[src/rtl/qpsk_pkg.sv]
// qpsk_pkg: types and constants shared by the QPSK NCO scheduler and demodulator.
//   state_t      scheduler FSM states
//   QPSK_APRP    phase-modulation width of the carrier NCO
//   QPSK_PHASE_OFS constellation rotation (pi/4 at 14 bits)
//   gray_decode  dibit -> quadrant index
package qpsk_pkg;

    localparam int unsigned QPSK_APRP = 14;
    localparam logic [QPSK_APRP-1:0] QPSK_PHASE_OFS = 14'h0800;

    typedef enum logic [1:0] {
        IDLE  = 2'd0,
        PRIME = 2'd1,
        RUN   = 2'd2
    } state_t;

    // Gray decode: 00->0, 01->1, 11->2, 10->3
    function automatic logic [1:0] gray_decode(input logic [1:0] g);
        return {g[1], g[1] ^ g[0]};
    endfunction

endpackage

[src/rtl/qpsk_sym_skid.sv]
// qpsk_sym_skid: one-entry symbol holding register with bypass.
//   clk, reset         clock, async active-high reset
//   in_valid/in_data   symbol offered by the packer
//   in_ready           slot empty, symbol can be accepted
//   take               consumer uses out_data this cycle
//   held               a symbol is sitting in the slot
//   out_valid/out_data slot contents, or the incoming symbol when the slot is empty
module qpsk_sym_skid (
    input  logic       clk,
    input  logic       reset,
    input  logic       in_valid,
    input  logic [1:0] in_data,
    output logic       in_ready,
    input  logic       take,
    output logic       held,
    output logic       out_valid,
    output logic [1:0] out_data
);

    logic       nxt_v;
    logic [1:0] nxt;

    always_ff @(posedge clk or posedge reset) begin
        if (reset) begin
            nxt_v <= 1'b0;
            nxt   <= 2'b00;
        end else if (nxt_v) begin
            if (take) begin
                nxt_v <= 1'b0;
            end
        end else if (in_valid && !take) begin
            // An incoming symbol consumed directly (bypass) is never stored.
            nxt_v <= 1'b1;
            nxt   <= in_data;
        end
    end

    assign in_ready  = !nxt_v;
    assign held      = nxt_v;
    assign out_valid = nxt_v || in_valid;
    assign out_data  = nxt_v ? nxt : in_data;

endmodule

[src/rtl/qpsk_nco_sched.sv]
// qpsk_nco_sched: QPSK symbol scheduler / configurator for the carrier NCO.
//   clk, reset              clock, async active-high reset
//   run                     1 = transmit, 0 = stop at next symbol boundary
//   cfg_we/cfg_phi_inc/cfg_sps  configuration write (sps 0 treated as 1)
//   sym_valid/sym_data/sym_ready  symbol handshake from the packer
//   nco_clken/nco_phi_inc/nco_phase_mod  NCO controls
//   nco_out_valid           NCO pipeline warm-up indication
//   sym_strobe              pulse coincident with a new nco_phase_mod
//   underrun                sticky: boundary with no symbol available
//   busy                    FSM not idle
module qpsk_nco_sched
    import qpsk_pkg::*;
#(
    parameter int unsigned          APR         = 32,
    parameter int unsigned          APRP        = QPSK_APRP,
    parameter int unsigned          SPS_W       = 16,
    parameter logic [APR-1:0]       DEF_PHI_INC = 32'h0CCC_CCCD,
    parameter logic [APRP-1:0]      PHASE_OFS   = QPSK_PHASE_OFS
) (
    input  logic             clk,
    input  logic             reset,
    input  logic             run,
    input  logic             cfg_we,
    input  logic [APR-1:0]   cfg_phi_inc,
    input  logic [SPS_W-1:0] cfg_sps,
    input  logic             sym_valid,
    input  logic [1:0]       sym_data,
    output logic             sym_ready,
    output logic             nco_clken,
    output logic [APR-1:0]   nco_phi_inc,
    output logic [APRP-1:0]  nco_phase_mod,
    input  logic             nco_out_valid,
    output logic             sym_strobe,
    output logic             underrun,
    output logic             busy
);

    localparam logic [SPS_W-1:0] SPS_ONE = {{(SPS_W-1){1'b0}}, 1'b1};

    state_t           state;
    logic [SPS_W-1:0] sps_reg;
    logic [SPS_W-1:0] active_sps;
    logic [SPS_W-1:0] counter;

    logic             boundary;
    logic             take;
    logic             held;
    logic             avail;
    logic [1:0]       sym_sel;
    logic [SPS_W-1:0] sps_eff;
    logic [APRP-1:0]  phase_new;

    qpsk_sym_skid u_skid (
        .clk       (clk),
        .reset     (reset),
        .in_valid  (sym_valid),
        .in_data   (sym_data),
        .in_ready  (sym_ready),
        .take      (take),
        .held      (held),
        .out_valid (avail),
        .out_data  (sym_sel)
    );

    always_comb begin
        boundary  = (counter == active_sps - SPS_ONE);
        sps_eff   = (sps_reg == '0) ? SPS_ONE : sps_reg;
        phase_new = {gray_decode(sym_sel), {(APRP-2){1'b0}}} + PHASE_OFS;
        take      = 1'b0;
        unique case (state)
            // Starting from idle needs a symbol already in the slot; no bypass.
            IDLE:    take = run && held;
            // Warm-up ignores run: the started symbol sequence keeps going.
            PRIME:   take = boundary && avail;
            RUN:     take = boundary && run && avail;
            default: take = 1'b0;
        endcase
    end

    always_ff @(posedge clk or posedge reset) begin
        if (reset) begin
            state         <= IDLE;
            counter       <= '0;
            sps_reg       <= SPS_ONE;
            active_sps    <= SPS_ONE;
            nco_phi_inc   <= DEF_PHI_INC;
            nco_phase_mod <= '0;
            sym_strobe    <= 1'b0;
            underrun      <= 1'b0;
        end else begin
            sym_strobe <= 1'b0;

            if (cfg_we) begin
                nco_phi_inc <= cfg_phi_inc;
                sps_reg     <= cfg_sps;
            end

            if (take) begin
                nco_phase_mod <= phase_new;
                sym_strobe    <= 1'b1;
                active_sps    <= sps_eff;
            end

            unique case (state)
                IDLE: begin
                    counter <= '0;
                    if (take) begin
                        state <= PRIME;
                    end
                end
                PRIME: begin
                    counter <= boundary ? '0 : counter + SPS_ONE;
                    if (boundary && !avail) begin
                        underrun <= 1'b1;
                    end
                    if (nco_out_valid) begin
                        state <= RUN;
                    end
                end
                RUN: begin
                    counter <= boundary ? '0 : counter + SPS_ONE;
                    if (boundary) begin
                        if (!run) begin
                            state <= IDLE;
                        end else if (!avail) begin
                            underrun <= 1'b1;
                        end
                    end
                end
                default: state <= IDLE;
            endcase
        end
    end

    assign nco_clken = (state != IDLE);
    assign busy      = (state != IDLE);

endmodule

[config.mk]
export PLATFORM = sky130hd
export DESIGN_NAME = qpsk_nco_sched
export DESIGN_NICKNAME = d
export VERILOG_FILES = /design/src/rtl/qpsk_pkg.sv /design/src/rtl/qpsk_sym_skid.sv /design/src/rtl/qpsk_nco_sched.sv
export SDC_FILE = /design/constraint.sdc
export NUM_CORES = 1
export LEC_CHECK = 0
export ABC_AREA = 1
export CAP_MARGIN = 40
export CORE_ASPECT_RATIO = 1.5
export CORE_MARGIN = 4
export CORE_UTILIZATION = 45
export CTS_BUF_LIST = sky130_fd_sc_hd__clkbuf_4 sky130_fd_sc_hd__clkbuf_8 sky130_fd_sc_hd__clkbuf_16
export DETAILED_ROUTE_END_ITERATION = 8
export PLACE_DENSITY_LB_ADDON = 0.05
export SLEW_MARGIN = 25
export SYNTH_ARGS = -nofsm -noshare
export SYNTH_HDL_FRONTEND = slang
export SYNTH_SLANG_ARGS = --single-unit
[constraint.sdc]
create_clock -name clk -period 3.75 [get_ports clk]
set_input_delay 0.9375 -clock clk [delete_from_list [all_inputs] [get_ports clk]]
set_output_delay 0.9375 -clock clk [all_outputs]
set_load 0.005 [all_outputs]
# Yosys cells after proc, flatten, opt, wreduce, memory -nomap -nowiden
# Cells that the tools add are included.
[word_totals] ff_bits=101
[op_classes] add_sub_neg=3 muxes=19 n_eq_ne=10 bitwise_logic=2 n_reduce_logical=19
[ops] op="$mux 16" count=2
[ops] op="$pmux 16 s2" count=1
[ops] op="$add 16x1->16 const B" count=1
[ops] op="$eq 16x16->1" count=1
[ops] op="$logic_not 16->1" count=1
[ops] op="$sub 16x1->16 const B" count=1
[ops] op="$add 14x12->14 const B" count=1
[ops] op="$ne 2x2->1 const B" count=6
[ops] op="$mux 2" count=5
[ops] op="$mux 1" count=8
[ops] op="$logic_and 1x1->1" count=6
[ops] op="$pmux 2 s3" count=1
[ops] op="$reduce_bool 2->1" count=3
[ops] op="$reduce_and 5->1" count=1
[ops] op="$reduce_and 4->1" count=1
[ops] op="$logic_not 1->1" count=3
[ops] op="$pmux 1 s3" count=1
[ops] op="$eq 2x1->1 const B" count=1
[ops] op="$eq 2x2->1 const B" count=1
[ops] op="$logic_not 2->1" count=1
[ops] op="$ne 2x1->1 const B" count=1
[ops] op="$pmux 1 s2" count=1
[ops] op="$reduce_and 2->1" count=1
[ops] op="$reduce_or 2->1" count=1
[ops] op="other kinds (3)" count=3

# Depth between registers and ports, before layout
[depth] ltp_word=9 ltp_mapped=17 ltp_nobuf=17

# Modules after synthesis
# From an unflattened synthesis, not the netlist that was laid out.
[hier_totals] hier_cells=504 area_unflattened_um2=4623.2
[modules_own_cells] mod="qpsk_nco_sched" n_inst=1 area_per_inst_um2=4464.3 cells_each=482 seq_area_each_um2=2198.4
[modules_own_cells] mod="qpsk_sym_skid" n_inst=1 area_per_inst_um2=158.9 cells_each=22 seq_area_each_um2=75.1

# Least setup slack after synthesis
# OpenSTA, ideal clock, no wires.
[synth_path] path_type="flip-flop to flip-flop" start="reg active_sps[0]" end="reg nco_phase_mod[13]" required_ps=3620 period_less_slack_ps=2109 arrival_ps=1979 setup_time_ps=130 path_slack_ps=1641 stages_incl_launch_ff=17 cell_sequence="dfstp_2 -> inv_1 -> ha_1 -> nand3_2 -> nor2_2 -> nand2_1 -> nand2_1 -> nand2_1 -> nor2_1 -> nand3_1 -> nor2_2 -> nand4_1 -> nand2_2 -> nand2_4 -> buf_6 -> nand2_1 -> o21ai_2"
[synth_between] elab_chain_len=5
[synth_lines] item="from (decl)" line_no="qpsk_nco_sched.sv:42" source="logic [SPS_W-1:0] active_sps;"
[synth_lines] item="from (signal assigned)" line_no="qpsk_nco_sched.sv:101" source="active_sps <= sps_eff;"
[synth_lines] item="$sub 16x1->16 (*)" line_no="qpsk_nco_sched.sv:66" source="boundary = (counter == active_sps - SPS_ONE);"
[synth_lines] item="$eq 16x16->1 (*)" line_no="qpsk_nco_sched.sv:66"
[synth_lines] item="$logic_and 1x1->1 (2 in a row)" line_no="qpsk_nco_sched.sv:75" source="RUN: take = boundary && run && avail;"
[synth_lines] item="$pmux 1 s3 (*)" line_no="qpsk_nco_sched.sv:70" source="unique case (state)"
[synth_lines] item="to (signal assigned)" line_no="qpsk_nco_sched.sv:99" source="nco_phase_mod <= phase_new;"
[synth_lines] item="to (decl)" line_no="qpsk_nco_sched.sv:31" source="output logic [APRP-1:0] nco_phase_mod,"
# Mark *: on every way between the ends. The rest lies on a longest branch, timed or not.
# A chain may end at the register's enable or synchronous reset.

# Worst setup path in the final report
[layout_path] start="reg state[0]" end="out nco_clken"
[layout_between] elab_chain_len=1
[layout_lines] item="from (decl)" line_no="qpsk_nco_sched.sv:40" source="state_t state;"
[layout_lines] item="from (signal assigned)" line_no="qpsk_nco_sched.sv:82" source="state <= IDLE;"
[layout_lines] item="from (signal assigned)" line_no="qpsk_nco_sched.sv:108" source="state <= PRIME;"
[layout_lines] item="from (signal assigned)" line_no="qpsk_nco_sched.sv:117" source="state <= RUN;"
[layout_lines] item="$reduce_bool 2->1" line_no="qpsk_nco_sched.sv:135" source="assign nco_clken = (state != IDLE);"
[layout_lines] item="to (decl)" line_no="qpsk_nco_sched.sv:29" source="output logic nco_clken,"
# Every way passes these cells.

==> metrics.txt <==
status complete, no violations; Worst-Margin Slew 0.634 ns; port bufs 95; max-slew violations 0; synth unique cells 39; clk slew on worst S/H paths 0.07 ns; Setup WS post-layout 1.13 ns; Final nets 660; P&R area growth vs syn 28.5%; largest net degree at the start of global routing 58; Chip Height 133 um; CP max stage cell clkdlybuf4s50_1; crit-path max cell delay 0.50 ns; CTS H-tree depth 3; Placed Area 5680 sq um; Yosys reg bits 90; Slew HR 57.7%; crit-path most repeated cell inv_1; antenna viol nets, final 0; clock root buffer clkbuf_16; met3 track demand over resource 5.97%; setup tns final 0 ns; Syn Inst Count 503; worst path cell trace inv_1 -> ha_1 -> inv_1 -> clkdlybuf4s50_1; Tmin final 2.62 ns; DRT Wirelength 10300 um; layout cell share with drive strength beyond 1 18.9%; DIE AREA 12100 sq um; Sink Count 90; Setup crit end kind output port; worst path required time 2.81 ns; Setup WS pre-CTS 0.943 ns; commonest non-fill, non-tap cell in the layout nand2_1; post-layout instance area 5990 sq um; FP Rows 45; Design Power 3460 uW; CTS tree built; DR pass1 iterations 4; vias post-DR 3573; MaxCap Viol Count 0; Pleak 0.00269 uW; final setup fails 0; Ports 107; hold_buf cts 0; Peak Freq 381 MHz; DR WL/cell 14.4 um; met1 Usage GRT 20.5%; GRT Total Usage 18.3%; commonest cells after routing, fill and taps aside nand2_1, clkdlybuf4s50_1, dfrtp_1; worst clock skew 0.00598 ns; Chip Width 91.1 um; via/cell ratio 4.97; WP buf/inv 3; n_diodes 0; final global-route overflow total 0; CP arrival 1.69 ns; post-synthesis area per instance 9.27 sq um; sequential share of the synthesized area 48.8%; starting density of the core 46.0%; met2 GRT Util 32.2%; Max Fanout on Critical Path 5; clk_lat worst skew 0.34 ns; Worst VDD drop 0.352 mV; Top reg by flops nco_phi_inc; Core Area 10100 sq um; delay-heaviest family, CP buffers and inverters; drt drc 0; number of global-route vias before repair 3809; post-CTS resize count 0; filler cell count 936; Largest register FFs 32; Max Root-Sink Buffers 2; warnings from Yosys 0; TritonCTS Buffers 9; synthesized area 4660 sq um; initial antenna violation count 0; Hold Vio Cnt, Final 0; startpoint class of the critical path flip-flop; first-pass GRT wire length 17900 um; cell area power density 577 nW/um^2; fin crit share 70.0%; DR iter-0 viols 143; DP HPWL 7850 um; Worst Hold Class reg2reg; Post-CTS Setup Bufs 0; RSZ-0062 raised after global routing false; gr busiest metal met2; GP Congestion 0.845; kind of critical path reg2out
-- per-stage QoR --
stage               cells  util (%)  hold slack, ns
CTS                   719      59.1           0.490
floorplan             513         -           0.448
detailed placement    703      56.1           0.475
global route          719      59.1           0.522
finish                719      59.1           0.485
global placement      702      55.8           0.465
-- area by class of cell --
cell class | count | area, sq um | share of cell area, %
Clock buffer | 10 | 239 | 3.99
Clock inverter | 6 | 65.1 | 1.09
Inverter | 65 | 245 | 4.10
Multi-Input combinational cell | 333 | 2020 | 33.7
Sequential cell | 90 | 2270 | 38.0
Tap cell | 117 | 146 | 2.44
Timing Repair Buffer | 98 | 1000 | 16.7
-- synth_stat cells --
| library cell | count | area (sq um) |
|---|---|---|
| nand2_1 | 109 | 409 |
| dfrtp_1 | 73 | 1830 |
| inv_1 | 60 | 225 |
| mux2_2 | 32 | 360 |
| nor2_1 | 32 | 120 |
| o21ai_0 | 32 | 160 |
| o21ai_2 | 18 | 158 |
| dfstp_2 | 17 | 447 |
| nand3_1 | 17 | 85.1 |
| buf_4 | 12 | 90.1 |
| nand4_1 | 12 | 75.1 |
| xor2_1 | 12 | 105 |
| clkbuf_1 | 9 | 33.8 |
| ha_1 | 7 | 87.6 |
| o32ai_1 | 7 | 61.3 |
| xnor2_1 | 7 | 61.3 |
| nor2_2 | 6 | 37.5 |
| inv_2 | 5 | 18.8 |
| nand2_2 | 4 | 25.0 |
| nand3b_1 | 4 | 30.0 |
| a21oi_1 | 3 | 15.0 |
| buf_6 | 3 | 33.8 |
| nand3_2 | 3 | 30.0 |
| nor3_2 | 2 | 20.0 |
| nor4_1 | 2 | 12.5 |
| o21ai_1 | 2 | 10.0 |
| and2_1 | 1 | 6.26 |
| buf_2 | 1 | 5.00 |
| conb_1 | 1 | 3.75 |
| nand2_4 | 1 | 11.3 |
| nor2_4 | 1 | 11.3 |
| nor3_1 | 1 | 5.00 |
| nor3_4 | 1 | 16.3 |
| nor4_4 | 1 | 21.3 |
| o211ai_1 | 1 | 7.51 |
| o21bai_1 | 1 | 7.51 |
| o31ai_2 | 1 | 12.5 |
| o41ai_1 | 1 | 8.76 |
| or2_2 | 1 | 6.26 |
-- worst register-to-register path: stages (launching register included) --
cell and delay, ns:
dfstp_2 0.37, inv_1 0.16, ha_1 0.25, nand3_2 0.15
nor2_2 0.21, nand2_1 0.07, nand2_1 0.06, nand2_1 0.05
nor2_1 0.10, nand3_1 0.10, nor2_2 0.13, nand4_1 0.11
nand2_2 0.09, nand2_4 0.25, inv_2 0.23, o21ai_0 0.10
o21ai_0 0.08
-- path summary, 6_finish.rpt --
path                               startpoint              end  slack, ns  depth (start not counted)
worst max register to register  active_sps[0]    active_sps[0]       1.17                         16
max in group asynchronous               reset  nco_phi_inc[10]       2.01                          3
worst max-delay path                 state[0]        nco_clken       1.13                          4
min in group asynchronous               reset  nco_phi_inc[29]       0.98                          2
worst min register to register       underrun         underrun       0.48                          1
worst min-delay path                 underrun         underrun       0.48                          1
-- routing by layer --
layer / wire length [um] / vias to the layer above
met5: 0 / -
met4: 146 / 0
met3: 703 / 9
met2: 5430 / 78
met1: 4060 / 1691
li1: - / 1795
-- power by group --
part / internal [uW] / switching, uW
Sequential: 1160 / 151
Clock: 536 / 391
Combinational: 517 / 698
Total: 2220 / 1240
-- kinds of logic after synthesis --
family          synth area share [%]
mux                             7.73
xor+xnor                        3.57
flops                           48.8
buf+inv                         8.72
fa+ha+maj                       1.88
other cells                   0.0805
simple gates                    19.8
compound gates                  9.45
(Power assumes the default switching activity.)
